$ cat src/rtl/breakout_fsm.sv
// Game-control state machine for Breakout: turns key, hit and miss edges into
// game state, graph freeze, remaining balls and a saturating BCD score.
module breakout_fsm #(
  parameter int         LIVES         = 3,
  parameter int         SCORE_DIGITS  = 4,
  parameter logic [4:0] START_KEY     = 5'h10,
  parameter logic [4:0] PAUSE_KEY     = 5'h12,
  parameter int         NEWBALL_DELAY = 50_000_000,
  parameter int         OVER_DELAY    = 200_000_000
) (
  input  logic                      clk,
  input  logic                      rst,
  input  logic [4:0]                key_code,
  input  logic                      key_ready,
  input  logic                      hit,
  input  logic                      miss,
  output logic [1:0]                state,
  output logic                      gra_still,
  output logic                      paused,
  output logic [3:0]                balls,
  output logic [4*SCORE_DIGITS-1:0] score
);

  localparam logic [1:0] S_NEWGAME = 2'b00;
  localparam logic [1:0] S_PLAY    = 2'b01;
  localparam logic [1:0] S_NEWBALL = 2'b10;
  localparam logic [1:0] S_OVER    = 2'b11;

  localparam int MAX_DELAY = (NEWBALL_DELAY > OVER_DELAY) ? NEWBALL_DELAY : OVER_DELAY;
  localparam int TW        = $clog2(MAX_DELAY + 1);
  localparam int SW        = 4 * SCORE_DIGITS;

  logic          key_ready_d, hit_d, miss_d;
  logic [TW-1:0] timer;
  logic          key_ev, hit_ev, miss_ev, kstart, kpause, tdone;

  logic [1:0]    state_n;
  logic          paused_n, gra_still_n;
  logic [3:0]    balls_n;
  logic [SW-1:0] score_n, score_inc;
  logic [TW-1:0] timer_n;
  logic          all_nines;

  assign key_ev  = key_ready & ~key_ready_d;
  assign hit_ev  = hit & ~hit_d;
  assign miss_ev = miss & ~miss_d;
  assign kstart  = key_ev && (key_code == START_KEY);
  assign kpause  = key_ev && (key_code == PAUSE_KEY);
  assign tdone   = (timer == '0);

  // Ripple-carry BCD increment; a carry surviving the top digit means every digit was 9.
  always_comb begin
    score_inc = score;
    all_nines = 1'b1;
    for (int i = 0; i < SCORE_DIGITS; i++) begin
      if (all_nines) begin
        if (score[4*i +: 4] == 4'd9) begin
          score_inc[4*i +: 4] = 4'd0;
        end else begin
          score_inc[4*i +: 4] = score[4*i +: 4] + 4'd1;
          all_nines = 1'b0;
        end
      end
    end
  end

  always_comb begin
    state_n  = state;
    paused_n = paused;
    balls_n  = balls;
    score_n  = score;
    timer_n  = tdone ? timer : timer - TW'(1);
    case (state)
      S_NEWGAME: begin
        if (kstart) begin
          state_n  = S_PLAY;
          score_n  = '0;
          balls_n  = 4'(LIVES);
          paused_n = 1'b0;
        end
      end
      S_PLAY: begin
        if (kpause) paused_n = ~paused;
        if (!paused) begin
          if (hit_ev && !all_nines) score_n = score_inc;
          if (miss_ev) begin
            balls_n  = balls - 4'd1;
            paused_n = 1'b0;
            if (balls == 4'd1) begin
              state_n = S_OVER;
              timer_n = TW'(OVER_DELAY - 1);
            end else begin
              state_n = S_NEWBALL;
              timer_n = TW'(NEWBALL_DELAY - 1);
            end
          end
        end
      end
      S_NEWBALL: begin
        if (kstart && tdone) state_n = S_PLAY;
      end
      default: begin
        if (tdone) state_n = S_NEWGAME;
      end
    endcase
    // Decoded from next state so the freeze moves on the same edge as state and pause
    gra_still_n = (state_n == S_PLAY) ? paused_n : 1'b1;
  end

  always_ff @(posedge clk) begin
    if (rst) begin
      state       <= S_NEWGAME;
      gra_still   <= 1'b1;
      paused      <= 1'b0;
      balls       <= 4'(LIVES);
      score       <= '0;
      timer       <= '0;
      key_ready_d <= 1'b1;
      hit_d       <= 1'b1;
      miss_d      <= 1'b1;
    end else begin
      state       <= state_n;
      gra_still   <= gra_still_n;
      paused      <= paused_n;
      balls       <= balls_n;
      score       <= score_n;
      timer       <= timer_n;
      key_ready_d <= key_ready;
      hit_d       <= hit;
      miss_d      <= miss;
    end
  end

endmodule
$ cat config.mk
export PLATFORM = sky130hd
export DESIGN_NAME = breakout_fsm
export DESIGN_NICKNAME = d
export VERILOG_FILES = /design/src/rtl/breakout_fsm.sv
export SDC_FILE = /design/constraint.sdc
export NUM_CORES = 1
export LEC_CHECK = 0
export ABC_AREA = 1
export ABC_CLOCK_PERIOD_IN_PS = 4000
export BUFFER_PORTS_ARGS = -buffer_cell sky130_fd_sc_hd__buf_2
export CAP_MARGIN = 20
export CORE_MARGIN = 3
export CORE_UTILIZATION = 44
export CTS_CLUSTER_DIAMETER = 60
export CTS_CLUSTER_SIZE = 10
export DETAILED_ROUTE_END_ITERATION = 6
export GPL_TIMING_DRIVEN = 0
export PLACE_DENSITY_LB_ADDON = 0.08
export SYNTH_ARGS = -nofsm -noshare
export SYNTH_HDL_FRONTEND = slang
export SYNTH_SLANG_ARGS = --single-unit
$ cat constraint.sdc
create_clock -name clk -period 4 [get_ports clk]
set_input_delay 0.6 -clock clk [delete_from_list [all_inputs] [get_ports clk]]
set_output_delay 0.6 -clock clk [all_outputs]
set_load 0.03 [all_outputs]
==> results of run 1 <==
## layout make-up
class                   instances  area (µm²)  share of cell area [%]
plain buffers                  13        70.1                    1.82
clock buffers                   7        76.3                    1.98
clock inverters                 1        5.00                   0.130
inverters                      74         278                    7.21
multi-input cells             381        2040                    52.9
flip-flops and latches         55        1100                    28.6
well taps                      99         124                    3.22
repair buffers                 32         160                    4.16
## power by group through the flow
stage	clock [mW]	sequential [mW]	combinational [mW]
floorplan	0	0.757	1.25
global placement	0	0.790	1.50
detailed placement	0	0.789	1.53
CTS	0.320	0.777	1.53
global route	0.344	0.795	1.77
finish	0.309	0.780	1.54
## layer usage
layer | track usage, % | routed length (µm)
met1 | 28.1 | 4180
met2 | 36.5 | 4290
met3 | 2.39 | 293
met4 | 7.33 | 230
met5 | 0 | 0
## placed cells by master, fill, tap and decap left out, drive strengths merged
cell type / synthesis / layout
nor4: 5 / 5
o211ai: 2 / 2
clkbuf: 5 / 12
nand2: 120 / 120
nand3b: 1 / 1
a21oi: 34 / 34
xnor2: 7 / 7
o21bai: 4 / 4
nor2: 90 / 90
a31o: 1 / 1
a31oi: 1 / 1
buf: 8 / 40
inv: 74 / 74
clkinv: 0 / 1
o31ai: 5 / 5
ha: 11 / 11
nand4: 22 / 22
dfxtp: 55 / 55
or2: 2 / 2
nor3: 12 / 12
o21ai: 17 / 17
nand3: 37 / 37
xor2: 10 / 10
## sequential cells by signal (all words and copies together), names as in the netlist
name         cells
key_ready_d      1
balls            4
timer           28
score           16
hit_d            1
paused           1
state            2
gra_still        1
miss_d           1
## critical path, cell delays in order, from the launching register on
cell and delay [ns]:
dfxtp_1 0.34, inv_1 0.16, ha_1 0.31, nand2_2 0.17
nor2_8 0.20, nand4_1 0.32, nand3_1 0.19, o21ai_0 0.09
nand2_1 0.06, inv_1 0.03
## logic make-up after synthesis
kind of cell,Yosys count
AND/OR/NAND/NOR,289
XOR/XNOR,17
buffers and inverters,87
AO/OA/AOI/OAI,64
adder cells (fa/ha/maj),11
flip-flops,55
## worst paths after layout
check / from / end / slack [ns] / cells after the start
hold / removal: hit / hit_d$_SDFF_PP1_ / 0.47 / 3
setup reg to reg: timer[0]$_SDFF_PP0_ / timer[4]$_SDFF_PP0_ / 2.02 / 9
hold reg to reg: timer[1]$_SDFF_PP0_ / timer[1]$_SDFF_PP0_ / 0.50 / 2
setup / recovery: timer[0]$_SDFF_PP0_ / timer[4]$_SDFF_PP0_ / 2.02 / 9
==> out/qor.csv, run 1 <==
metric,value,unit
Via-to-Cell Ratio,5.08,
Finished Layout Cells,662,
final setup TNS,0,ns
Final WS setup,2.02,ns
# DRC,0,
Initial DRC Count,150,
Ys Warns,0,
Power Density,683,nW/µm²
Max VDD drop,0.000244,V
Initial Util,46.6,%
WP data arrival,2.20,ns
CP startpoint kind,flip-flop,
Final Core Density,51.4,%
Post-synth EDFFs,0,
Num Clock Sinks,55,
critical path required time,4.22,ns
"Seq/Total Area, Yosys",31.6,%
Power Total,2.63,mW
dominant cell type by area after synthesis,dfxtp_1,
vias post-DR,3365,
Core Rows,31,
RSZ-0062 raised after global routing,no,
Syn Inst Count,523,
Synth top area share,31.6,%
Synth Area in Compound Gates,10.2,%
Sw Ratio,50.0,%
post-route cell area,3850,µm²
sequential share of power,29.7,%
layout cells sized above 1,14.6,%
Tightest Pin Transition,0.660,ns
antenna violations before repair,0,
Mapped Area,3490,µm²
"Async S/R FF share, synth",0,%
synth unique cells,37,
clock network latency to the later pin of the worst-skew pair,0.31,ns
Total GRT Usage,21.5,%
hold_ws,0.471,ns
H-tree depth,2,
slew margin rel.,56.0,%
Logic pwr share,58.6,%
P_sw,1.31,mW
clk buf depth,2,
routability congestion estimate,0.923,
Vert. Die Dim,95.0,µm
post-cts resize count,0,
synthesized net count,544,
crit end category,flip-flop,
Final Setup Violations,0,
Initial DRT Pass Iterations,5,
Clock transition at path regs,0.10,ns
skew final,0.00847,ns
root cell of the clock tree,clkbuf_8,
Post-Synth Adder-Cell Area,3.95,%
DP HPWL,6.94,mm
average wire per standard cell,13.6,µm
f_max,505,MHz
simple-gate share of the synthesized area,40.0,%
most frequent cells after synthesis,"nand2_1 (110), nor2_1 (77), inv_1 (72)",
most frequent cell after synthesis,nand2_1,
Placement Cell Area,3770,µm²
Final nets,583,
top post-synthesis cells by area,"dfxtp_1 (32%), nand2_1 (12%), nor2_1 (8.3%)",
fill cell count,787,
worst-path fanout max,6,
gr ovfl total,0,
global-route wire length before repair,15.1,mm
Tmin final,1.98,ns
"Primary FF master, synth",dfxtp_1,
ANT nets after route,0,
Setup WS pre-CTS,1.90,ns
Port Buffers,32,
post-CTS setup buffer count,0,
main combinational cell family by area after synthesis,simple AND/OR/NAND/NOR gates,
placed insts,654,
final WL,8.99,mm
CP Class,flip-flop to flip-flop,
max-cap violations,0,
Pleak,1.82,nW
Area Growth Syn to Fin,10.5,%
period utilisation layout,49.5,%
vias in the first global route,3110,
Die W,95.0,µm
Int Power,1.31,mW
"FF+latch count, synth",55,
die area,9030,µm²
Mean Syn Cell Area,6.67,µm²
CORE AREA,7490,µm²
Ports,34,
final hold vios,0,
clock power share,11.8,%
Pins Over Slew Limit,0,
status,completed,
post-synthesis mux area share,0,%
XOR/XNOR Fraction of Synth Area,4.27,%
largest net degree at the start of global routing,16,
Post-CTS Hold Buffers,0,
Antenna diodes,0,
CTS Buf Count,5,
TritonCTS clock tree,yes,
Worst Hold Class,primary input to flip-flop,
(Power assumes the default switching activity.)
==> run 2, diff against run 1 <==
- ABC_CLOCK_PERIOD_IN_PS: 4000 -> 2040
- clock period: 4 -> 2.04 ns (I/O delays scaled with it)
==> out/qor.csv, run 2 (synthesis results as in run 1) <==
metric,value,unit
f_max,539,MHz
Num Clock Sinks,55,
worst-path fanout max,10,
CP startpoint kind,flip-flop,
Tmin final,1.85,ns
Initial DRT Pass Iterations,5,
CORE AREA,7490,µm²
Total GRT Usage,21.5,%
fill cell count,787,
final WL,9.03,mm
Pins Over Slew Limit,0,
CP Class,flip-flop to flip-flop,
average wire per standard cell,13.6,µm
Tightest Pin Transition,0.644,ns
routability congestion estimate,0.923,
Final WS setup,0.185,ns
Final nets,584,
gr ovfl total,0,
Via-to-Cell Ratio,5.09,
Vert. Die Dim,95.0,µm
DP HPWL,6.94,mm
final hold vios,0,
Setup WS pre-CTS,0.0979,ns
crit end category,flip-flop,
Clock transition at path regs,0.10,ns
vias post-DR,3377,
critical path required time,2.22,ns
largest net degree at the start of global routing,16,
clock network latency to the later pin of the worst-skew pair,0.31,ns
top flop regs,"timer x28, score x16, balls x4",
max-cap violations,0,
Power Density,1340,nW/µm²
skew final,0.00593,ns
Area Growth Syn to Fin,10.8,%
vias in the first global route,3110,
Pleak,1.82,nW
Final Setup Violations,0,
root cell of the clock tree,clkbuf_8,
Reg-to-Reg Start,timer[0]$_SDFF_PP0_,
period utilisation layout,90.9,%
max reg flops,28,
Max VDD drop,0.000480,V
ANT nets after route,0,
WP data arrival,2.04,ns
R2R cell count,8,
Initial DRC Count,147,
R2R Setup Slk,0.19,ns
clk buf depth,2,
"commonest non-fill, non-tap cell in the layout",nand2_1,
status,completed,
Antenna diodes,0,
Port Buffers,32,
global-route wire length before repair,15.1,mm
Core Rows,31,
antenna violations before repair,0,
Ports,34,
Critical path origin,timer[0]$_SDFF_PP0_,
RSZ-0062 raised after global routing,no,
layout cells sized above 1,15.1,%
CTS Buf Count,5,
reg2reg end,timer[13]$_SDFF_PP0_,
final setup TNS,0,ns
slew margin rel.,57.1,%
Setup crit end,timer[13]$_SDFF_PP0_,
Die W,95.0,µm
# DRC,0,
Top reg by flops,timer,
H-tree depth,2,
TritonCTS clock tree,yes,
Worst Hold Class,primary input to flip-flop,
"commonest non-fill, non-tap cells in the layout","nand2_1 (110), nor2_1 (76), inv_1 (72), dfxtp_1 (55), buf_2 (37)",
die area,9030,µm²
Initial Util,46.6,%
==> run 2: cell types whose count changed in the layout (fill, tap and decap cells not counted) <==
cell	previous run	this run
buf_4	2	3
ha_1	11	10
ha_2	0	1
nor2_1	77	76
nor2_2	7	8
==> run 2: how the worst min path moves through the flow <==
| stage | start | endpoint | slack [ns] | cells past startpoint |
|---|---|---|---|---|
| after floorplan | miss | miss_d$_SDFF_PP1_ | 0.40 | 2 |
| after global placement | timer[1]$_SDFF_PP0_ | timer[1]$_SDFF_PP0_ | 0.49 | 2 |
| after detailed placement | timer[1]$_SDFF_PP0_ | timer[1]$_SDFF_PP0_ | 0.49 | 2 |
| after CTS | hit | hit_d$_SDFF_PP1_ | 0.17 | 3 |
| after global routing | hit | hit_d$_SDFF_PP1_ | 0.18 | 3 |
| final | hit | hit_d$_SDFF_PP1_ | 0.18 | 3 |
==> run 2: per-stage QoR <==
| step | std cells | instance area (µm²) | hold slack, ns | utilization (%) | power (mW) |
|---|---|---|---|---|---|
| final | 663 | 3860 | 0.180 | 51.6 | 5.17 |
| after global routing | 663 | 3860 | 0.177 | 51.6 | 5.72 |
| after floorplan | 523 | 3490 | 0.398 | - | 3.94 |
| after global placement | 654 | 3770 | 0.486 | 50.4 | 4.50 |
| after detailed placement | 654 | 3770 | 0.486 | 50.4 | 4.54 |
| after CTS | 662 | 3850 | 0.172 | 51.4 | 5.16 |
==> run 2: critical path, stage by stage (launching register included) <==
cell	delay, ns
dfxtp_1	0.34
inv_1	0.17
ha_2	0.28
nand2_2	0.14
nor2_8	0.20
nand4_4	0.23
buf_6	0.23
nand3_1	0.08
o21ai_1	0.06
==> run 2: layer usage <==
layer / vias up / wire length (µm) / global-route usage (%)
li1: 1760 / - / -
met1: 1533 / 4190 / 28.1
met2: 68 / 4290 / 36.5
met3: 16 / 305 / 2.39
met4: 0 / 239 / 7.33
met5: - / 0 / 0
==> run 2: final cells by class <==
| cell class | instances | area [µm²] | area share (%) |
|---|---|---|---|
| clock inverters | 1 | 5.00 | 0.130 |
| well taps | 99 | 124 | 3.21 |
| multi-input cells | 381 | 2040 | 52.8 |
| clock buffers | 7 | 76.3 | 1.98 |
| inverters | 74 | 278 | 7.19 |
| flip-flops and latches | 55 | 1100 | 28.5 |
| repair buffers | 33 | 168 | 4.34 |
| plain buffers | 13 | 70.1 | 1.81 |
==> run 2: power by group <==
part | leakage [nW] | internal (mW) | switching (mW)
registers | 0.447 | 1.29 | 0.238
clock network | 0.0422 | 0.243 | 0.362
logic | 1.33 | 1.06 | 1.98
total | 1.82 | 2.60 | 2.58
==> run 2: timing repair <==
| item | 4_1_cts | 5_1_grt |
|---|---|---|
| buffers inserted | 0 | 1 |
| endpoints found under the setup margin | 0 | 8 |
| gates resized for setup | 0 | 2 |
| hold buffers | 0 | 0 |
